File: config.mk
export PLATFORM = sky130hd
export DESIGN_NAME = bht_update_buffer
export DESIGN_NICKNAME = d
export VERILOG_FILES = /design/src/rtl/bht_update_buffer.sv
export SDC_FILE = /design/constraint.sdc
export NUM_CORES = 1
export LEC_CHECK = 0
export BUFFER_PORTS_ARGS = -buffer_cell sky130_fd_sc_hd__buf_2
export CORE_MARGIN = 1.5
export CORE_UTILIZATION = 63
export DETAILED_ROUTE_END_ITERATION = 8
export GPL_TIMING_DRIVEN = 1
export HOLD_SLACK_MARGIN = 0.12
export PLACE_DENSITY = 0.87
export SYNTH_ARGS = -nofsm -noshare
export SYNTH_HDL_FRONTEND = slang
export SYNTH_SLANG_ARGS = --single-unit
File: constraint.sdc
create_clock -name clk_i -period 12.2 [get_ports clk_i]
set_clock_uncertainty 0.1 [all_clocks]
set_input_delay 0 -clock clk_i [delete_from_list [all_inputs] [get_ports clk_i]]
set_output_delay 0 -clock clk_i [all_outputs]
set_load 0.01 [all_outputs]
File: src/rtl/bht_update_buffer.sv
`default_nettype none
// +----------------------------------------------------------------------------+
// | bht_update_buffer: FIFO of resolved {pc, taken} updates feeding the BHT      |
// | Rev 1.0                                                                      |
// +----------------------------------------------------------------------------+
module bht_update_buffer #(
    parameter int DEPTH      = 4,
    parameter int VLEN       = 64,
    parameter int DROP_CNT_W = 16
) (
    input  logic                    clk_i,
    input  logic                    rst_i,
    input  logic                    flush_i,
    input  logic                    debug_mode_i,
    input  logic                    upd_valid_i,
    input  logic [VLEN-1:0]         upd_pc_i,
    input  logic                    upd_taken_i,
    output logic                    bht_valid_o,
    output logic [VLEN-1:0]         bht_pc_o,
    output logic                    bht_taken_o,
    input  logic                    bht_ready_i,
    output logic [$clog2(DEPTH):0]  occupancy_o,
    output logic [DROP_CNT_W-1:0]   drop_cnt_o
);

    localparam int PTR_W = $clog2(DEPTH);
    localparam int CNT_W = PTR_W + 1;
    localparam logic [CNT_W-1:0] C_DEPTH = CNT_W'(DEPTH);

    logic [VLEN-1:0]       pc_q [DEPTH];
    logic [DEPTH-1:0]      taken_q;
    logic [PTR_W-1:0]      rd_ptr_q, rd_ptr_d;
    logic [PTR_W-1:0]      wr_ptr_q, wr_ptr_d;
    logic [CNT_W-1:0]      count_q, count_d;
    logic [DROP_CNT_W-1:0] drop_q, drop_d;

    logic w_full;
    logic w_req;
    logic w_pop;
    logic w_push;
    logic w_drop;

    // A full buffer may still accept when the head leaves in the same cycle.
    always_comb begin
        w_full = (count_q == C_DEPTH);
        w_pop  = (count_q != '0) & bht_ready_i & ~flush_i;
        w_req  = upd_valid_i & ~debug_mode_i & ~flush_i;
        w_push = w_req & (~w_full | w_pop);
        w_drop = w_req & w_full & ~w_pop;
    end

    always_comb begin
        rd_ptr_d = rd_ptr_q;
        wr_ptr_d = wr_ptr_q;
        count_d  = count_q;
        drop_d   = drop_q;
        if (flush_i) begin
            rd_ptr_d = '0;
            wr_ptr_d = '0;
            count_d  = '0;
        end else begin
            if (w_pop)  rd_ptr_d = rd_ptr_q + PTR_W'(1);
            if (w_push) wr_ptr_d = wr_ptr_q + PTR_W'(1);
            count_d = count_q + CNT_W'(w_push) - CNT_W'(w_pop);
        end
        if (w_drop && (drop_q != '1)) drop_d = drop_q + DROP_CNT_W'(1);
    end

    always_ff @(posedge clk_i or posedge rst_i) begin
        if (rst_i) begin
            rd_ptr_q <= '0;
            wr_ptr_q <= '0;
            count_q  <= '0;
            drop_q   <= '0;
        end else begin
            rd_ptr_q <= rd_ptr_d;
            wr_ptr_q <= wr_ptr_d;
            count_q  <= count_d;
            drop_q   <= drop_d;
        end
    end

    for (genvar gi = 0; gi < DEPTH; gi++) begin : g_entry
        always_ff @(posedge clk_i or posedge rst_i) begin
            if (rst_i) begin
                pc_q[gi]    <= '0;
                taken_q[gi] <= 1'b0;
            end else if (w_push && (wr_ptr_q == PTR_W'(gi))) begin
                pc_q[gi]    <= upd_pc_i;
                taken_q[gi] <= upd_taken_i;
            end
        end
    end

    assign bht_valid_o = (count_q != '0);
    assign bht_pc_o    = pc_q[rd_ptr_q];
    assign bht_taken_o = taken_q[rd_ptr_q];
    assign occupancy_o = count_q;
    assign drop_cnt_o  = drop_q;

endmodule
`default_nettype wire

==> metrics.csv, run 1 <==
metric,value,unit
status,"complete, no violations",
Clock power frac,0.295,
max_slew headroom,0.232,
H-tree depth,1,
multi-input logic area,5790,um2
Residual DRC,0,
worst r2r path cells,5,
port bufs,155,
final-layout fill cell count,1092,
overall power,3270,uW
Crit. End Element,register,
max-cap violations,0,
CTS max path bufs,3,
"CTS clk-pin slew, worst paths",0.06,ns
drt wl/cell,21.7,um
Die Span Y,148,um
DP Wirelength,15.2,mm
largest net degree at the start of global routing,145,
WHS,0.136,ns
required time of the critical path,12.51,ns
Worst Max-Slew Pin Slew,1.15,ns
design area,15900,um2
WP depth,5,
reg-to-reg startpoint,occupancy_o[2],
Synth async-reset ratio,1.00,
Synth Cell Area,13300,um2
Antenna Violating Nets Remaining,0,
Internal,2370,uW
Synth warnings,0,
die area,21900,um2
Post-CTS Setup Inserts,0,
Startpoint Class,register,
period utilization,0.255,
Setup TNS Final,0,ns
Power per Cell Area,206,nW/um2
Crit Path Category,reg2reg,
Seq pwr share,0.416,
Worst path top cell family by delay,simple AND/OR/NAND/NOR gates,
reg2reg end,pc_q[72],
max-slew violation count,0,
fin cells,1256,
Initial Util,0.649,
Placed Area,14100,um2
Syn Nets,825,
vias in the first global route,8010,
sequential-to-total area share from yosys stat,0.534,
Layout Nets,1043,
Syn Area/Cell,17.8,um2
initial antenna violation count,0,
Critical Path AT,3.42,ns
vias,7363,
largest fanout on the critical path,36,
CP Cell Sequence,nor4b_2 > nor2b_1 > nand2_4 > buf_4 > mux2_1,
Psw,898,uW
Final Wtd Congestion,0.767,
initial detailed-routing violation count,403,
Layout area overhead,19.6,%
synth unique cells,33,
die width,148,um
CTS root buf,clkbuf_16,
Overflow after GRT,0,
placed insts,1132,
HP Class,in2async,
first-pass iteration count of the detailed router,4,
total CTS buffers,29,
"EDFF count, synth",0,
clk_lat worst skew,0.53,ns
Mapped Cells,746,
Detailed Route WL,27.3,mm
WP buf/inv,1,
fmax,322,MHz
Sink Count,283,
Switching Share,0.275,
Peak VDD IR,0.000145,V
dominant synthesized flop cell,dfrtp_1,
Vias per Instance,5.86,
core outline area,20400,um2
critical path's slowest cell,nor2b_1,
crit-path max cell delay,0.77,ns
TritonCTS clock tree,built,
diode count,0,
sequential cell area,7090,um2
fraction of layout cells with a size suffix above 1,0.542,
site row count,52,
all-layer global routing usage,0.257,
Comb power frac,0.289,
Lkg Pwr,0.00805,uW
min Tclk post-route,3.11,ns
flop2flop setup slack,9.09,ns
final setup fails,0,
RSZ-0062 raised after global routing,no,
Seq cells post-synth,283,
first-pass GRT wire length,44.3,mm
Hold Fails Final Rpt,0,
io pins,156,
[cell usage in the layout (no fill, tap or decap), types with 8 or more instances in the layout]
| cell | netlist | routed |
|---|---|---|
| mux2_2 | 42 | 42 |
| nor2_1 | 8 | 8 |
| clkbuf_8 | 0 | 9 |
| clkbuf_16 | 0 | 29 |
| mux2_1 | 20 | 20 |
| dfrtp_1 | 283 | 281 |
| buf_4 | 1 | 8 |
| mux4_2 | 65 | 65 |
| xor2_1 | 13 | 13 |
| buf_2 | 13 | 155 |
| dlygate4sd3_1 | 0 | 71 |
| mux2_4 | 200 | 200 |
[final cells by class]
cell class,instances,share of cell area
multi-input combinational,409,0.365
sequential,283,0.447
clock inverter,15,0.0136
clock buffer,38,0.0536
tap,270,0.0213
inverter,7,0.00213
timing repair buffer,234,0.0975
[cell usage after synthesis, types with 4 or more instances]
cell | count | area share
mux2_4 | 200 | 0.23
clkbuf_1 | 4 | 0.0011
buf_6 | 25 | 0.021
xnor2_1 | 6 | 0.0040
nand3_1 | 7 | 0.0026
mux2_1 | 20 | 0.017
nor4_1 | 7 | 0.0033
dfrtp_1 | 283 | 0.53
mux2_2 | 42 | 0.036
ha_1 | 7 | 0.0066
buf_2 | 13 | 0.0049
nor2_1 | 8 | 0.0023
nand2_2 | 4 | 0.0019
buf_1 | 4 | 0.0011
mux4_2 | 65 | 0.11
xor2_1 | 13 | 0.0086
nand2_1 | 7 | 0.0020
inv_1 | 7 | 0.0020
nand4_1 | 6 | 0.0028
[registers in the layout (all words and copies together), names as in the netlist]
register / cells
drop_cnt_o: 16
occupancy_o: 3
pc_q: 256
rd_ptr_q: 2
taken_q: 4
wr_ptr_q: 2
[worst max path at each step]
stage	start	to	slack, ns
3_5_place_dp	occupancy_o[2]	pc_q[72]	9.09
2_1_floorplan	rst_i	drop_cnt_o[0]	4.29
3_3_place_gp	occupancy_o[2]	pc_q[70]	9.19
4_1_cts	occupancy_o[2]	pc_q[72]	9.08
5_1_grt	occupancy_o[2]	pc_q[72]	8.94
6_report	occupancy_o[2]	pc_q[72]	9.09
[worst reg2reg max path, cell delays in order, from the launching register on]
cell     delay, ns
dfrtp_1       0.40
nor4b_2       0.18
nor2b_1       0.77
nand2_4       0.58
buf_4         0.55
mux2_1        0.41
[layer usage]
layer  up-vias  routed length, um  share of wire  track usage
met5         -                  0              0            0
li1       3183                  -              -            -
met2       204              13500           0.49        0.429
met1      3931              12100           0.44        0.359
met4         0                495          0.018       0.0559
met3        45               1270          0.047       0.0451
[power groups by stage]
stage / Combinational [uW] / Sequential [uW] / Clock (uW)
after floorplan: 713 / 1280 / 0
after global placement: 895 / 1350 / 0
after detailed placement: 922 / 1360 / 0
after CTS: 947 / 1360 / 980
after global routing: 1010 / 1390 / 1020
final: 943 / 1360 / 966
[metrics by stage]
stage | setup slack (ns) | util
4_1_cts | 9.08 | 0.776
5_1_grt | 8.94 | 0.776
6_report | 9.09 | 0.776
2_1_floorplan | 4.29 | -
3_5_place_dp | 9.09 | 0.689
3_3_place_gp | 9.19 | 0.689
[what timing repair did]
action	4_1_cts	5_1_grt
hold endpoints to repair	424	0
resized for setup	0	0
setup endpoints to repair	0	0
hold buffers	71	0
[kinds of logic after synthesis]
group / share of synthesized area
muxes: 0.390
DFF: 0.534
buffers and inverters: 0.0310
and+or+nand+nor: 0.0241
xor gates and xnor gates: 0.0126
adders and majority gates: 0.00812
AOI/OAI and AO/OA: 0.000566
No activity file was read; power rests on OpenSTA's default activity.
==> run 2: changes to the inputs <==
--- a/config.mk
+++ b/config.mk
@@ -7,11 +7,11 @@
 export LEC_CHECK = 0
 export BUFFER_PORTS_ARGS = -buffer_cell sky130_fd_sc_hd__buf_2
 export CORE_MARGIN = 1.5
-export CORE_UTILIZATION = 63
+export CORE_UTILIZATION = 59
 export DETAILED_ROUTE_END_ITERATION = 8
 export GPL_TIMING_DRIVEN = 1
 export HOLD_SLACK_MARGIN = 0.12
-export PLACE_DENSITY = 0.87
+export PLACE_DENSITY = 0.83
 export SYNTH_ARGS = -nofsm -noshare
 export SYNTH_HDL_FRONTEND = slang
 export SYNTH_SLANG_ARGS = --single-unit
==> constraint.sdc (replaced) <==
create_clock -name clk_i -period 2.91 [get_ports clk_i]
set_clock_uncertainty 0.1 [all_clocks]
set_input_delay 0 -clock clk_i [delete_from_list [all_inputs] [get_ports clk_i]]
set_output_delay 0 -clock clk_i [all_outputs]
set_load 0.01 [all_outputs]
==> run 2 against run 1 <==
Effect of this change: cell area rose by 1.7%; sequential cell count did not move; core utilization fell by 4.2 points; global-route usage fell by 1.3 points; combinational power rose to 4.3 times the previous value; highest routed layer unchanged; sequential share of layout area fell by 0.76 points; via count barely moved; die area rose by 6.6%; the flow now finishes with violations (DRC).
==> metrics.csv, run 2 (same netlist as run 1, synthesis figures left out) <==
metric,value,unit,change
routed wl met3,1.32,mm,+3.9%
Crit. End Element,register,,
first-pass iteration count of the detailed router,7,,+3
Post-CTS Setup Inserts,0,,unchanged
required time of the critical path,3.22,ns,-9.29 ns
max-cap violations,0,,unchanged
worst r2r path cells,11,,+6
vias in the first global route,8101,,+1.1%
Layout area overhead,21.7,%,
RSZ-0062 raised after global routing,no,,
final-layout fill cell count,1281,,+17%
Hold Fails Final Rpt,0,,unchanged
Worst Max-Slew Pin Slew,0.686,ns,-0.466 ns
wl on met1,12.5,mm,+3.5%
Placed Area,14400,um2,+2.2%
CTS max path bufs,3,,unchanged
DP Wirelength,16.1,mm,+6.0%
port bufs,155,,unchanged
fmax,369,MHz,
final setup fails,0,,unchanged
top sig layer,met4,,
Startpoint Class,primary input,,
Antenna Violating Nets Remaining,0,,unchanged
placed insts,1159,,+2.4%
Die Span Y,153,um,+3.3%
largest fanout on the critical path,9,,-75%
first-pass GRT wire length,45.6,mm,+2.9%
Top reg by flops,pc_q,,
flop2flop setup slack,0.50,ns,-8.59 ns
max_slew headroom,0.542,,+0.310
vias,7360,,-0.041%
design area,16100,um2,+1.7%
status,"finished, violations left",,
crit path to,occupancy_o[2],,
Final Wtd Congestion,0.754,,-1.7%
Peak VDD IR,0.000567,V,+290%
core outline area,22000,um2,+7.5%
met2 wire length,13.3,mm,-1.4%
largest net degree at the start of global routing,67,,-54%
crit path from,flush_i,,
Lkg Pwr,0.00819,uW,+1.7%
Sink Count,283,,unchanged
Detailed Route WL,27.7,mm,+1.3%
CTS root buf,clkbuf_16,,
fraction of layout cells with a size suffix above 1,0.543,,+0.00170
Vias per Instance,5.72,,-2.4%
Layout Nets,1061,,+1.7%
initial antenna violation count,1,,+1
site row count,54,,+3.8%
Largest register FFs,256,,unchanged
die area,23400,um2,+6.6%
fin cells,1286,,+2.4%
HP Class,in2reg,,
Residual DRC,10,,+10
max-slew violation count,0,,unchanged
reg-to-reg startpoint,occupancy_o[1],,
"CTS clk-pin slew, worst paths",0.06,ns,about the same
all-layer global routing usage,0.244,,-0.0133
reg2reg end,occupancy_o[2],,
Power per Cell Area,843,nW/um2,+310%
most frequent cells in the layout,"281 x dfrtp_1, 200 x mux2_4, 155 x buf_2",,
total CTS buffers,29,,unchanged
io pins,156,,unchanged
WHS,0.167,ns,+0.0310 ns
Setup TNS Final,0,ns,unchanged
overall power,13600,uW,+320%
Critical Path AT,3.03,ns,-0.39 ns
Initial Util,0.604,,-0.0452
Overflow after GRT,0,,unchanged
H-tree depth,1,,unchanged
drt wl/cell,21.5,um,-1.0%
"commonest non-fill, non-tap cell in the layout",dfrtp_1,,
failing checks,DRC,,
initial detailed-routing violation count,324,,-20%
period utilization,0.932,,
clk_lat worst skew,0.54,ns,about the same
min Tclk post-route,2.71,ns,
die width,153,um,+3.3%
TritonCTS clock tree,built,,
Crit Path Category,in2reg,,
==> run 2: cell count changes in the layout (fill, tap and decap cells not counted), sizes merged <==
cell	change
clkinvlp	-1
bufinv	-1
diode	+1
clkbuf	+3
buf	+17
dlygate4sd3	+1
==> run 2: per-layer routing <==
layer,vias up,track usage
met2,183,0.399
met5,-,0
met4,0,0.0556
met1,3896,0.343
li1,3238,-
met3,43,0.0445
==> run 2: worst min-delay path by stage <==
stage | start | end | slack [ns] | depth (start not counted)
2_1_floorplan | upd_pc_i[60] | pc_q[188] | 0.03 | 1
3_3_place_gp | rst_i | pc_q[76] | 0.04 | 2
3_5_place_dp | rst_i | pc_q[76] | 0.04 | 2
4_1_cts | upd_pc_i[61] | pc_q[61] | 0.13 | 3
5_1_grt | upd_pc_i[9] | pc_q[73] | 0.17 | 3
6_report | upd_pc_i[9] | pc_q[73] | 0.17 | 3
==> run 2: worst max-delay path: stages <==
cell and delay (ns):
dlygate4sd3_1 0.53, buf_2 0.19, nor3b_4 0.22, dlygate4sd3_1 0.60
nor2b_1 0.13, buf_4 0.20, inv_1 0.06, ha_1 0.27
inv_1 0.06, ha_1 0.14, inv_1 0.05, fa_1 0.37
xnor2_1 0.16, nor2_1 0.05
==> run 2: through the flow <==
step	setup slack [ns]	util
after floorplan	-0.939	-
after global placement	0.574	0.655
after detailed placement	0.521	0.655
after CTS	0.220	0.734
after global routing	0.00694	0.735
final	0.198	0.735
==> run 2: area by class of cell <==
class / count / area, um2 / area share
Inverter: 7 / 30.0 / 0.00186
Multi-Input combinational cell: 409 / 5790 / 0.359
Clock buffer: 41 / 831 / 0.0515
Tap cell: 280 / 350 / 0.0217
Antenna cell: 1 / 2.50 / 0.000155
Timing Repair Buffer: 252 / 1860 / 0.115
Sequential cell: 283 / 7090 / 0.439
Clock inverter: 13 / 180 / 0.0112
==> run 2: where the power goes <==
group | switching [uW] | total [uW] | internal, uW
combinational | 1530 | 4080 | 2560
clock | 1560 | 3900 | 2350
sequential | 679 | 5620 | 4940
total | 3760 | 13600 | 9840
==> run 2: what timing repair did <==
item	in CTS	in global routing
hold endpoints to repair	565	0
endpoints found under the setup margin	0	1
resized for setup	0	1
hold buffers	72	0
